### src/rtl/can_destuff_pkg.sv
// Shared types and helpers for the CAN FD receive-path bit destuffer.
package can_destuff_pkg;

    typedef enum logic [1:0] {
        IDLE        = 2'd0,
        DYNAMIC     = 2'd1,
        FIXED_STUFF = 2'd2,
        FIXED_DATA  = 2'd3
    } destuff_state_t;

    localparam int unsigned STUFF_LEN_DEF      = 5;
    localparam int unsigned FIXED_INTERVAL_DEF = 4;

    // Returns {gray[2:0], even parity over gray}.
    function automatic logic [3:0] stuff_cnt_encode(input logic [2:0] cnt);
        logic [2:0] g;
        g = cnt ^ (cnt >> 1);
        return {g, ^g};
    endfunction

endpackage

### src/rtl/can_fd_bit_destuff_if.sv
// Sample stream in, destuffed stream and stuff-count status out.
interface can_fd_bit_destuff_if;

    logic       sample_point;
    logic       sampled_bit;
    logic       frame_restart;
    logic       destuff_en;
    logic       fixed_mode;
    logic       bit_valid;
    logic       bit_out;
    logic       stuff_bit;
    logic       stuff_err;
    logic [2:0] stuff_cnt;
    logic [2:0] stuff_cnt_gray;
    logic       stuff_parity;

    modport master (
        output sample_point, sampled_bit, frame_restart, destuff_en, fixed_mode,
        input  bit_valid, bit_out, stuff_bit, stuff_err,
        input  stuff_cnt, stuff_cnt_gray, stuff_parity
    );

    modport slave (
        input  sample_point, sampled_bit, frame_restart, destuff_en, fixed_mode,
        output bit_valid, bit_out, stuff_bit, stuff_err,
        output stuff_cnt, stuff_cnt_gray, stuff_parity
    );

endinterface

### src/rtl/can_stuff_cnt_enc.sv
// Modulo-8 dynamic stuff counter with Gray/parity encoding of the count.
module can_stuff_cnt_enc
    import can_destuff_pkg::*;
(
    input  logic       clk,
    input  logic       rst,
    input  logic       clr,
    input  logic       inc,
    output logic [2:0] cnt,
    output logic [2:0] gray,
    output logic       parity
);

    logic [2:0] r_cnt;
    logic [3:0] w_enc;

    always_ff @(posedge clk) begin
        if (!rst) begin
            r_cnt <= '0;
        end else if (clr) begin
            r_cnt <= '0;
        end else if (inc) begin
            r_cnt <= r_cnt + 3'd1;
        end
    end

    assign w_enc  = stuff_cnt_encode(r_cnt);
    assign cnt    = r_cnt;
    assign gray   = w_enc[3:1];
    assign parity = w_enc[0];

endmodule

### src/rtl/can_fd_bit_destuff.sv
// Removes dynamic and fixed CAN FD stuff bits from the sampled bit stream.
module can_fd_bit_destuff
    import can_destuff_pkg::*;
#(
    parameter int unsigned STUFF_LEN      = STUFF_LEN_DEF,
    parameter int unsigned FIXED_INTERVAL = FIXED_INTERVAL_DEF
) (
    input logic                 clk,
    input logic                 rst,
    can_fd_bit_destuff_if.slave bus
);

    localparam int unsigned SW = $clog2(STUFF_LEN + 1);
    localparam int unsigned FW = $clog2(FIXED_INTERVAL + 1);
    localparam logic [SW-1:0] SAME_MAX = SW'(STUFF_LEN);
    localparam logic [FW-1:0] FIX_MAX  = FW'(FIXED_INTERVAL);

    destuff_state_t r_state, w_state_nxt;
    logic [SW-1:0]  r_same_cnt, w_same_nxt;
    logic [FW-1:0]  r_fix_cnt, w_fix_nxt, w_fix_inc;
    logic           r_prev_bit, w_prev_nxt;
    logic           r_bit_valid, w_valid_nxt;
    logic           r_bit_out, w_out_nxt;
    logic           r_stuff_bit, w_stuff_nxt;
    logic           r_stuff_err, w_err_nxt;
    logic           w_cnt_inc;
    logic [2:0]     w_cnt, w_gray;
    logic           w_parity;

    assign w_fix_inc = r_fix_cnt + FW'(1);

    always_ff @(posedge clk) begin
        if (!rst) begin
            r_state     <= IDLE;
            r_same_cnt  <= '0;
            r_fix_cnt   <= '0;
            r_prev_bit  <= 1'b1;
            r_bit_valid <= 1'b0;
            r_bit_out   <= 1'b0;
            r_stuff_bit <= 1'b0;
            r_stuff_err <= 1'b0;
        end else begin
            r_state     <= w_state_nxt;
            r_same_cnt  <= w_same_nxt;
            r_fix_cnt   <= w_fix_nxt;
            r_prev_bit  <= w_prev_nxt;
            r_bit_valid <= w_valid_nxt;
            r_bit_out   <= w_out_nxt;
            r_stuff_bit <= w_stuff_nxt;
            r_stuff_err <= w_err_nxt;
        end
    end

    always_comb begin
        w_state_nxt = r_state;
        w_same_nxt  = r_same_cnt;
        w_fix_nxt   = r_fix_cnt;
        w_prev_nxt  = r_prev_bit;
        w_valid_nxt = 1'b0;
        w_out_nxt   = 1'b0;
        w_stuff_nxt = 1'b0;
        w_err_nxt   = 1'b0;
        w_cnt_inc   = 1'b0;

        if (bus.frame_restart) begin
            w_state_nxt = IDLE;
            w_same_nxt  = '0;
            w_fix_nxt   = '0;
            w_prev_nxt  = 1'b1;
        end else if (bus.sample_point) begin
            if (bus.fixed_mode) begin
                if (r_state == FIXED_DATA) begin
                    w_valid_nxt = 1'b1;
                    w_out_nxt   = bus.sampled_bit;
                    w_prev_nxt  = bus.sampled_bit;
                    w_fix_nxt   = w_fix_inc;
                    if (w_fix_inc >= FIX_MAX) begin
                        w_state_nxt = FIXED_STUFF;
                    end
                // Entry sample is itself the first fixed stuff bit; a pending
                // dynamic stuff is absorbed here and never counted.
                end else if (bus.sampled_bit != r_prev_bit) begin
                    w_stuff_nxt = 1'b1;
                    w_prev_nxt  = bus.sampled_bit;
                    w_fix_nxt   = '0;
                    w_same_nxt  = '0;
                    w_state_nxt = FIXED_DATA;
                end else begin
                    w_err_nxt   = 1'b1;
                    w_state_nxt = IDLE;
                end
            end else if (bus.destuff_en) begin
                if (r_state != DYNAMIC) begin
                    w_state_nxt = DYNAMIC;
                    w_valid_nxt = 1'b1;
                    w_out_nxt   = bus.sampled_bit;
                    w_prev_nxt  = bus.sampled_bit;
                    w_same_nxt  = SW'(1);
                end else if (r_same_cnt >= SAME_MAX) begin
                    if (bus.sampled_bit != r_prev_bit) begin
                        w_stuff_nxt = 1'b1;
                        w_cnt_inc   = 1'b1;
                        w_same_nxt  = SW'(1);
                        w_prev_nxt  = bus.sampled_bit;
                    end else begin
                        w_err_nxt   = 1'b1;
                        w_state_nxt = IDLE;
                    end
                end else begin
                    w_valid_nxt = 1'b1;
                    w_out_nxt   = bus.sampled_bit;
                    w_prev_nxt  = bus.sampled_bit;
                    w_same_nxt  = (bus.sampled_bit == r_prev_bit) ? r_same_cnt + SW'(1) : SW'(1);
                end
            end else begin
                w_state_nxt = IDLE;
                w_valid_nxt = 1'b1;
                w_out_nxt   = bus.sampled_bit;
                w_prev_nxt  = bus.sampled_bit;
                w_same_nxt  = '0;
            end
        end
    end

    can_stuff_cnt_enc u_cnt (
        .clk    (clk),
        .rst    (rst),
        .clr    (bus.frame_restart),
        .inc    (w_cnt_inc),
        .cnt    (w_cnt),
        .gray   (w_gray),
        .parity (w_parity)
    );

    assign bus.bit_valid      = r_bit_valid;
    assign bus.bit_out        = r_bit_out;
    assign bus.stuff_bit      = r_stuff_bit;
    assign bus.stuff_err      = r_stuff_err;
    assign bus.stuff_cnt      = w_cnt;
    assign bus.stuff_cnt_gray = w_gray;
    assign bus.stuff_parity   = w_parity;

endmodule

### src/flat_wrapper.sv
// flat-port wrapper written by rule: the top's interface ports become plain ports
module can_fd_bit_destuff_flat import can_destuff_pkg::*;
#(
    parameter int unsigned STUFF_LEN      = STUFF_LEN_DEF,
    parameter int unsigned FIXED_INTERVAL = FIXED_INTERVAL_DEF
)
  (clk, rst, bus_sample_point, bus_sampled_bit, bus_frame_restart, bus_destuff_en, bus_fixed_mode, bus_bit_valid, bus_bit_out, bus_stuff_bit, bus_stuff_err, bus_stuff_cnt, bus_stuff_cnt_gray, bus_stuff_parity);
  can_fd_bit_destuff_if bus_i ();
  input logic clk;
  input logic rst;
  input wire logic [$bits(bus_i.sample_point)-1:0] bus_sample_point;
  input wire logic [$bits(bus_i.sampled_bit)-1:0] bus_sampled_bit;
  input wire logic [$bits(bus_i.frame_restart)-1:0] bus_frame_restart;
  input wire logic [$bits(bus_i.destuff_en)-1:0] bus_destuff_en;
  input wire logic [$bits(bus_i.fixed_mode)-1:0] bus_fixed_mode;
  output wire logic [$bits(bus_i.bit_valid)-1:0] bus_bit_valid;
  output wire logic [$bits(bus_i.bit_out)-1:0] bus_bit_out;
  output wire logic [$bits(bus_i.stuff_bit)-1:0] bus_stuff_bit;
  output wire logic [$bits(bus_i.stuff_err)-1:0] bus_stuff_err;
  output wire logic [$bits(bus_i.stuff_cnt)-1:0] bus_stuff_cnt;
  output wire logic [$bits(bus_i.stuff_cnt_gray)-1:0] bus_stuff_cnt_gray;
  output wire logic [$bits(bus_i.stuff_parity)-1:0] bus_stuff_parity;
  assign bus_i.sample_point = bus_sample_point;
  assign bus_i.sampled_bit = bus_sampled_bit;
  assign bus_i.frame_restart = bus_frame_restart;
  assign bus_i.destuff_en = bus_destuff_en;
  assign bus_i.fixed_mode = bus_fixed_mode;
  assign bus_bit_valid = bus_i.bit_valid;
  assign bus_bit_out = bus_i.bit_out;
  assign bus_stuff_bit = bus_i.stuff_bit;
  assign bus_stuff_err = bus_i.stuff_err;
  assign bus_stuff_cnt = bus_i.stuff_cnt;
  assign bus_stuff_cnt_gray = bus_i.stuff_cnt_gray;
  assign bus_stuff_parity = bus_i.stuff_parity;
  can_fd_bit_destuff #(.STUFF_LEN(STUFF_LEN), .FIXED_INTERVAL(FIXED_INTERVAL)) u_core (.clk(clk), .rst(rst), .bus(bus_i));
endmodule
### config.mk
export PLATFORM = sky130hd
export DESIGN_NAME = can_fd_bit_destuff_flat
export DESIGN_NICKNAME = d
export VERILOG_FILES = /design/src/rtl/can_destuff_pkg.sv /design/src/rtl/can_fd_bit_destuff_if.sv /design/src/rtl/can_stuff_cnt_enc.sv /design/src/rtl/can_fd_bit_destuff.sv /design/src/flat_wrapper.sv
export SDC_FILE = /design/constraint.sdc
export NUM_CORES = 1
export LEC_CHECK = 0
export CAP_MARGIN = 20
export CORE_MARGIN = 10
export CORE_UTILIZATION = 38
export DETAILED_ROUTE_END_ITERATION = 10
export PLACE_DENSITY = 0.6
export SYNTH_ARGS = -nofsm -noshare
export SYNTH_HDL_FRONTEND = slang
export SYNTH_HIERARCHICAL = 1
export SYNTH_SLANG_ARGS = --single-unit
### constraint.sdc
create_clock -name clk -period 5.05 [get_ports clk]
set_input_delay 1.01 -clock clk [delete_from_list [all_inputs] [get_ports clk]]
set_output_delay 1.01 -clock clk [all_outputs]
set_load 0.02 [all_outputs]
==> results.rst, run 1 <==
.. list-table::
   :header-rows: 1

   * - Metric
     - Value
   * - Area Growth Syn to Fin
     - 23.2%
   * - Pre-CTS setup slack
     - ~2100 ps
   * - Routed wirelength normalized by instance count
     - around 14 um
   * - Clk slew on worst S/H paths
     - approximately 100 ps
   * - DIE HEIGHT
     - 68.9 um
   * - Areal power density over the cells
     - about 220 mW/mm^2
   * - Master cell of the clock root buffer
     - clkbuf_4
   * - Post-synthesis cell area
     - just over 900 sq um
   * - Clk Latency, worst-skew pair
     - 290 ps
   * - Antenna diode count
     - 0
   * - Quantity of I/O buffers inserted on ports
     - 17
   * - GRT Resource Usage Total
     - 9.20%
   * - Part of the total power dissipated in the clock network
     - 35.3%
   * - Number of buffers and inverters on the critical path
     - 1
   * - Critical path launch point type
     - flop
   * - Final setup TNS
     - 0 ps
   * - Power dissipated by switching net loads
     - ~0.06 mW
   * - Worst flop-to-flop path startpoint
     - u_core/r_prev_bit
   * - Overall power after layout
     - ~0.24 mW
   * - Slew at the pin with the worst max-slew slack
     - around 420 ps
   * - Period minus WS final
     - ~2800 ps
   * - Sw frac
     - between 20% and 30%
   * - Resized cells post-CTS
     - 0
   * - CTS H-tree lvls
     - 1
   * - Endpoint class of the critical path
     - output pin
   * - Vias per Instance
     - about 5.3
   * - Die X
     - between 60 and 70 um
   * - Number of enable flip-flop cells after synthesis
     - 0
   * - Comb power frac
     - a little under an eighth
   * - Arrival time at the worst endpoint
     - ~1800 ps
   * - FF-to-FF End
     - u_core/r_same_cnt[2]
   * - Leftover overflow at the end of global routing
     - 0
   * - Delay-heaviest family, CP
     - buffers and inverters
   * - Final worst-path setup slack
     - approximately 2300 ps
   * - Compound-Gate Fraction of Synth Area
     - between 10% and 20%
   * - Worst-case clock buffer depth
     - 2
   * - Crit-path slowest cell
     - clkdlybuf4s50_1
   * - Final-report max-slew violation count
     - 0
   * - Number of remaining DRC errors
     - 0
   * - Ports placed on the boundary
     - 18
   * - Detailed-route wire length
     - slightly above 2 mm
   * - Post-synth top flop
     - dfxtp_1
   * - Required time worst endpoint
     - 4040 ps
   * - Residual antenna-violating net count after detailed routing
     - 0
   * - Largest voltage drop on the vdd net
     - between 0.15 and 0.2 mV
   * - P_int
     - 0.184 mW
   * - Initial core utilization
     - 40.6%
   * - Maximum capacitance violations
     - 0
   * - HPWL after detailed placement
     - 1.60 mm
   * - Core Area
     - approximately 0.0022 sq mm
   * - Asr flop ratio synth
     - 0%
   * - Global-route wire length before repair
     - between 3 and 4 mm
   * - CP max FO
     - 5
   * - Hold depth
     - 2
   * - Number of buffers added for setup after CTS
     - 0
   * - Worst-case clock skew
     - ~8.9 ps
   * - Post-cts hold buffer count
     - 0
   * - Fraction of synthesized area in multiplexers
     - 2.21%
   * - Count of mapped cells out of synthesis
     - 106
   * - Path type of the worst setup path
     - reg -> out
   * - Setup repair after global routing missed its margin
     - no
   * - CP cell instances
     - ha_1 > xor2_1 > clkdlybuf4s50_1
   * - Clock sinks
     - 16
   * - Adder and majority cell fraction of the synthesized area
     - under 10%
   * - Fmax
     - ~360 MHz
   * - Final Setup Violations
     - 0
   * - Vias
     - between 700 and 800
   * - Total of warnings raised by yosys
     - 6
   * - Depth of the worst register-to-register path
     - 6
   * - DR pass1 iterations
     - 4
   * - Hold Startpoint
     - u_core/r_fix_cnt[2]
   * - Leak Pwr
     - about 0.45 nW
   * - Setup slack of the worst register-to-register path
     - 3210 ps
   * - Fin crit share
     - between 50% and 60%
   * - Post-Syn Area per Cell
     - approximately 8.6 sq um
   * - CTS Buf Count
     - 3
   * - Maximum number of pins on one net before global-route repair
     - 12
   * - Register bit total from synthesis
     - 16
   * - Sequential fraction of design power
     - between 50 and 60%
   * - Share of synthesized cell area in and, or, nand and nor gates
     - 24.6%
   * - Final-stage net count
     - approximately 140
   * - Worst Hold Class
     - reg -> reg
   * - Share of synthesized area occupied by flip-flops and latches
     - a little over a third
   * - Share of cells above drive strength 1
     - under 10%
   * - Dominant combinational cell family by area after synthesis
     - simple AND/OR/NAND/NOR gates
   * - Headroom to the max-slew limit
     - between 70% and 80%
   * - Unique masters post-synth
     - 39
   * - Final hold viol count
     - 0
   * - Via count of the first global-routing pass
     - 726
   * - Area of the die
     - around 0.0047 sq mm
   * - Synthesized net count
     - between 100 and 150
   * - Num rows
     - 17
   * - Final weighted congestion in routability-driven placement
     - between 0.8 and 0.9
   * - Initial detailed-routing violation count
     - 42
   * - Critical path's largest stage delay
     - just over 600 ps
   * - Antenna violations before repair
     - 0
   * - TritonCTS clock tree
     - built
   * - Synth Area in XOR/XNOR
     - approximately 4.8%
   * - Endpoint of the worst hold-timing path
     - u_core/r_fix_cnt[2]
   * - Outcome
     - finished clean
-- per-layer routing --
layer,vias up,part of all wire (%),GRT usage (%)
met5,-,0,0
met4,0,0.63,2.22
met3,2,5.0,4.03
met2,9,50,15.1
met1,371,44,10.8
li1,409,-,-
-- worst max path at each step --
stage	cells after the start	endpoint	from	slack, ps
after floorplan	6	u_core/r_same_cnt[2]	bus_sampled_bit	2700
after global placement	6	u_core/r_same_cnt[2]	bus_sampled_bit	2160
after detailed placement	6	u_core/r_same_cnt[2]	bus_sampled_bit	2100
after CTS	3	bus_stuff_parity	u_core/u_cnt/cnt[1]	2230
after global routing	3	bus_stuff_parity	u_core/u_cnt/cnt[1]	2070
final	3	bus_stuff_parity	u_core/u_cnt/cnt[1]	2260
-- cells in the final DEF, fill, tap and decap left out, drive strengths merged, types with 4 or more instances in the layout --
cell type      synthesis  routed
nor2                   9       9
nor3                   5       5
nand3                  4       4
ha                     6       6
inv                    7       7
dfxtp                 16      16
clkdlybuf4s50          0      17
clkbuf                 0       4
nand2                  7       7
o21ai                  4       4
a21oi                  6       6
-- cell type report --
| type | instances | area [sq um] |
|---|---|---|
| timing repair buffer | 17 | 170 |
| clock buffer | 4 | 36.3 |
| inverter | 7 | 26.3 |
| tap | 28 | 35.0 |
| fill | 214 | 1120 |
| multi-input combinational | 77 | 529 |
| sequential | 16 | 320 |
-- Yosys cell counts, types with 2 or more instances --
cell	number	area, sq um
buf_2	4	20.0
nor3_1	5	25.0
ha_1	6	75.1
nand2_1	7	26.3
a21oi_1	5	25.0
mux2i_1	2	20.0
and2_1	2	12.5
nor4_1	2	12.5
o31ai_1	2	15.0
xnor2_1	2	17.5
inv_1	7	26.3
xor2_1	3	26.3
o21ai_0	4	20.0
nand2b_1	2	12.5
dfxtp_1	16	320
nand3_1	4	20.0
nand4_1	2	12.5
a21o_1	2	15.0
nor2_1	9	33.8
-- worst reg2reg max path, stage by stage, from the launching register on --
cell	delay [ps]
dfxtp_1	370
inv_1	50
ha_1	400
a21o_1	200
a221o_1	420
o211ai_1	200
o31ai_1	90
-- cell families after synthesis --
logic type / after synthesis
buf+inv: 13
mux: 2
compound gates: 23
xor+xnor: 5
flops: 16
simple gates: 41
fa+ha+maj: 6
-- flip-flops by register name (all words and copies together) (netlist names) --
| signal | cells |
|---|---|
| u_core/bus.stuff_bit | 1 |
| u_core/bus.bit_out | 1 |
| u_core/r_same_cnt | 3 |
| u_core/r_prev_bit | 1 |
| u_core/r_state | 2 |
| u_core/u_cnt/cnt | 3 |
| u_core/r_fix_cnt | 3 |
| u_core/bus.stuff_err | 1 |
| u_core/bus.bit_valid | 1 |
-- power groups by stage --
stage	clock [mW]	combinational, mW	sequential (mW)
2_1_floorplan	0	0.0176	0.132
3_3_place_gp	0	0.0277	0.133
3_5_place_dp	0	0.0284	0.133
4_1_cts	0.0897	0.0285	0.130
5_1_grt	0.0960	0.0312	0.130
6_report	0.0865	0.0285	0.130
-- metrics by stage --
step | util [%] | cell area (sq um) | std cells | hold WS, ps
after floorplan | - | 907 | 106 | 461
after CTS | 50.0 | 1120 | 149 | 513
final | 50.0 | 1120 | 149 | 514
after detailed placement | 48.4 | 1080 | 145 | 497
after global placement | 48.4 | 1080 | 145 | 478
after global routing | 50.0 | 1120 | 149 | 535
Power figures use the tool's default switching activity.
==> run 2: changes to the inputs <==
--- a/config.mk
+++ b/config.mk
@@ -9,7 +9,7 @@
 export CORE_MARGIN = 10
 export CORE_UTILIZATION = 38
 export DETAILED_ROUTE_END_ITERATION = 10
-export PLACE_DENSITY = 0.6
+export PLACE_DENSITY = 0.62
 export SYNTH_ARGS = -nofsm -noshare
 export SYNTH_HDL_FRONTEND = slang
 export SYNTH_HIERARCHICAL = 1
==> constraint.sdc (replaced) <==
create_clock -name clk -period 2.5 [get_ports clk]
set_input_delay 0.5 -clock clk [delete_from_list [all_inputs] [get_ports clk]]
set_output_delay 0.5 -clock clk [all_outputs]
set_load 0.02 [all_outputs]
==> run 2 against run 1 <==
  * Via count rose by 3.5%
  * Count of clock-buffer cells in the layout stayed put
  * Critical path depth stayed put
  * Largest power group unchanged
  * Non-clock buffer count increased by 2
  * Flip-flop and latch count is the same
  * Final area is 1.3% higher
  * Setup slack got worse by 2000 ps
  * Global-route usage increased by 0.45 points
  * Power increased by 100%
==> results.rst, run 2 (synthesized netlist as in run 1, its figures left out) <==
.. list-table::
   :header-rows: 1

   * - Metric
     - Value
   * - Outcome
     - finished clean
   * - Final hold viol count
     - 0
   * - Final setup TNS
     - 0 ps
   * - Num rows
     - 17
   * - DR pass1 iterations
     - 5
   * - Setup repair after global routing missed its margin
     - no
   * - Master cell of the clock root buffer
     - clkbuf_4
   * - Residual antenna-violating net count after detailed routing
     - 0
   * - Critical path launch point type
     - flop
   * - Number of buffers added for setup after CTS
     - 0
   * - Clock sinks
     - 16
   * - Vias
     - approximately 800
   * - Fmax
     - 439 MHz
   * - Path type of the worst setup path
     - reg -> out
   * - Period minus WS final
     - approximately 2300 ps
   * - Maximum number of pins on one net before global-route repair
     - 12
   * - Endpoint class of the critical path
     - output pin
   * - Fin crit share
     - approximately nine tenths
   * - DIE HEIGHT
     - 68.9 um
   * - Leading cell types in the layout, fill and taps excluded
     - clkdlybuf4s50_1, dfxtp_1, nor2_1
   * - Worst setup path startpoint
     - u_core/u_cnt/cnt[1]
   * - Setup slack of the worst register-to-register path
     - approximately 690 ps
   * - Overall power after layout
     - approximately 0.50 mW
   * - Detailed-route wire length
     - about 2.1 mm
   * - Ports placed on the boundary
     - 18
   * - Most common cell after layout, fill and taps aside
     - clkdlybuf4s50_1
   * - Resized cells post-CTS
     - 0
   * - Required time worst endpoint
     - 2000 ps
   * - Maximum capacitance violations
     - 0
   * - Headroom to the max-slew limit
     - 72.8%
   * - Global-route wire length before repair
     - approximately 3.5 mm
   * - Die X
     - 68.9 um
   * - Area of the die
     - about 0.0047 sq mm
   * - GRT Resource Usage Total
     - about a tenth
   * - FF-to-FF End
     - u_core/r_same_cnt[2]
   * - Worst flop-to-flop path startpoint
     - u_core/r_same_cnt[1]
   * - Clk slew on worst S/H paths
     - approximately 90 ps
   * - Antenna violations before repair
     - 0
   * - Share of cells above drive strength 1
     - around 7.3%
   * - Routed wirelength normalized by instance count
     - approximately 14 um
   * - CTS H-tree lvls
     - 1
   * - Initial detailed-routing violation count
     - 31
   * - CP max FO
     - 5
   * - Arrival time at the worst endpoint
     - roughly 1800 ps
   * - Final-report max-slew violation count
     - 0
   * - Area Growth Syn to Fin
     - 24.8%
   * - Final Setup Violations
     - 0
   * - Clk Latency, worst-skew pair
     - 290 ps
   * - Post-cts hold buffer count
     - 0
   * - TritonCTS clock tree
     - built
   * - Areal power density over the cells
     - roughly 440 mW/mm^2
   * - Leak Pwr
     - 0.458 nW
   * - Leftover overflow at the end of global routing
     - 0
   * - Largest voltage drop on the vdd net
     - ~0.26 mV
   * - Worst Hold Class
     - reg -> reg
   * - Vias per Instance
     - between 5 and 6
   * - Worst-case clock skew
     - ~2.1 ps
   * - Slew at the pin with the worst max-slew slack
     - 403 ps
   * - Multi-input logic area
     - roughly 530 sq um
   * - Initial core utilization
     - roughly 40%
   * - Depth of the worst register-to-register path
     - 6
   * - Final weighted congestion in routability-driven placement
     - roughly 0.94
   * - Worst-case clock buffer depth
     - 2
   * - Core Area
     - roughly 0.0022 sq mm
   * - Area occupied by registers
     - 320 sq um
   * - Final-stage net count
     - ~140
   * - Total of fill cells in the finished design
     - 227
   * - HPWL after detailed placement
     - approximately 1.6 mm
   * - CTS Buf Count
     - 3
   * - Final core occ
     - around 51%
   * - Destination of the critical timing path
     - bus_stuff_parity
   * - Via count of the first global-routing pass
     - around 790
   * - Antenna diode count
     - 0
   * - Number of remaining DRC errors
     - 0
   * - Quantity of I/O buffers inserted on ports
     - 17
==> run 2: changes by cell type in the layout (fill, tap and decap cells not counted) <==
cell / delta
buf_4: +2
==> run 2: area by class of cell <==
class | count | area share, %
flip-flops and latches | 16 | 28.3
multi-input cells | 77 | 46.7
well taps | 28 | 3.09
inverters | 7 | 2.32
repair buffers | 19 | 16.4
clock buffers | 4 | 3.20
==> run 2: per-layer routing <==
metal / routed length, um / global-route usage, % / vias to the layer above / part of all wire [%]
met1: 893 / 10.5 / 372 / 43
met5: 0 / 0 / - / 0
met4: 33 / 4.43 / 0 / 1.6
met3: 149 / 4.51 / 5 / 7.2
met2: 1000 / 15.6 / 30 / 48
li1: - / - / 412 / -
==> run 2: how the worst min path moves through the flow <==
stage | from | endpoint | slack [ps] | cells after the start
6_report | u_core/r_fix_cnt[2] | u_core/r_fix_cnt[2] | 510 | 2
5_1_grt | u_core/r_fix_cnt[2] | u_core/r_fix_cnt[2] | 530 | 2
4_1_cts | u_core/r_fix_cnt[2] | u_core/r_fix_cnt[2] | 510 | 2
3_5_place_dp | u_core/r_fix_cnt[2] | u_core/r_fix_cnt[2] | 500 | 2
3_3_place_gp | u_core/r_fix_cnt[1] | u_core/r_fix_cnt[1] | 480 | 2
2_1_floorplan | u_core/r_fix_cnt[1] | u_core/r_fix_cnt[1] | 460 | 2
==> run 2: stage by stage <==
stage / area (sq um) / setup WS [ps] / hold slack, ps / instances
after floorplan: 907 / 656 / 461 / 106
after global placement: 1100 / 186 / 476 / 147
after detailed placement: 1100 / 147 / 499 / 147
after CTS: 1130 / 192 / 512 / 151
after global routing: 1130 / 112 / 529 / 151
final: 1130 / 220 / 507 / 151
==> run 2: worst max-delay path: stages, from the launching register on <==
cell and delay (ps):
dfxtp_1 430, ha_1 300, xor2_1 140, clkdlybuf4s50_1 620
==> run 2: report_power, final <==
part	switching, mW	leakage, nW	total [mW]	internal, mW
sequential	0.00423	0.129	0.262	0.258
combinational	0.0322	0.308	0.0601	0.0279
clock	0.0853	0.0210	0.174	0.0889
total	0.122	0.458	0.497	0.375
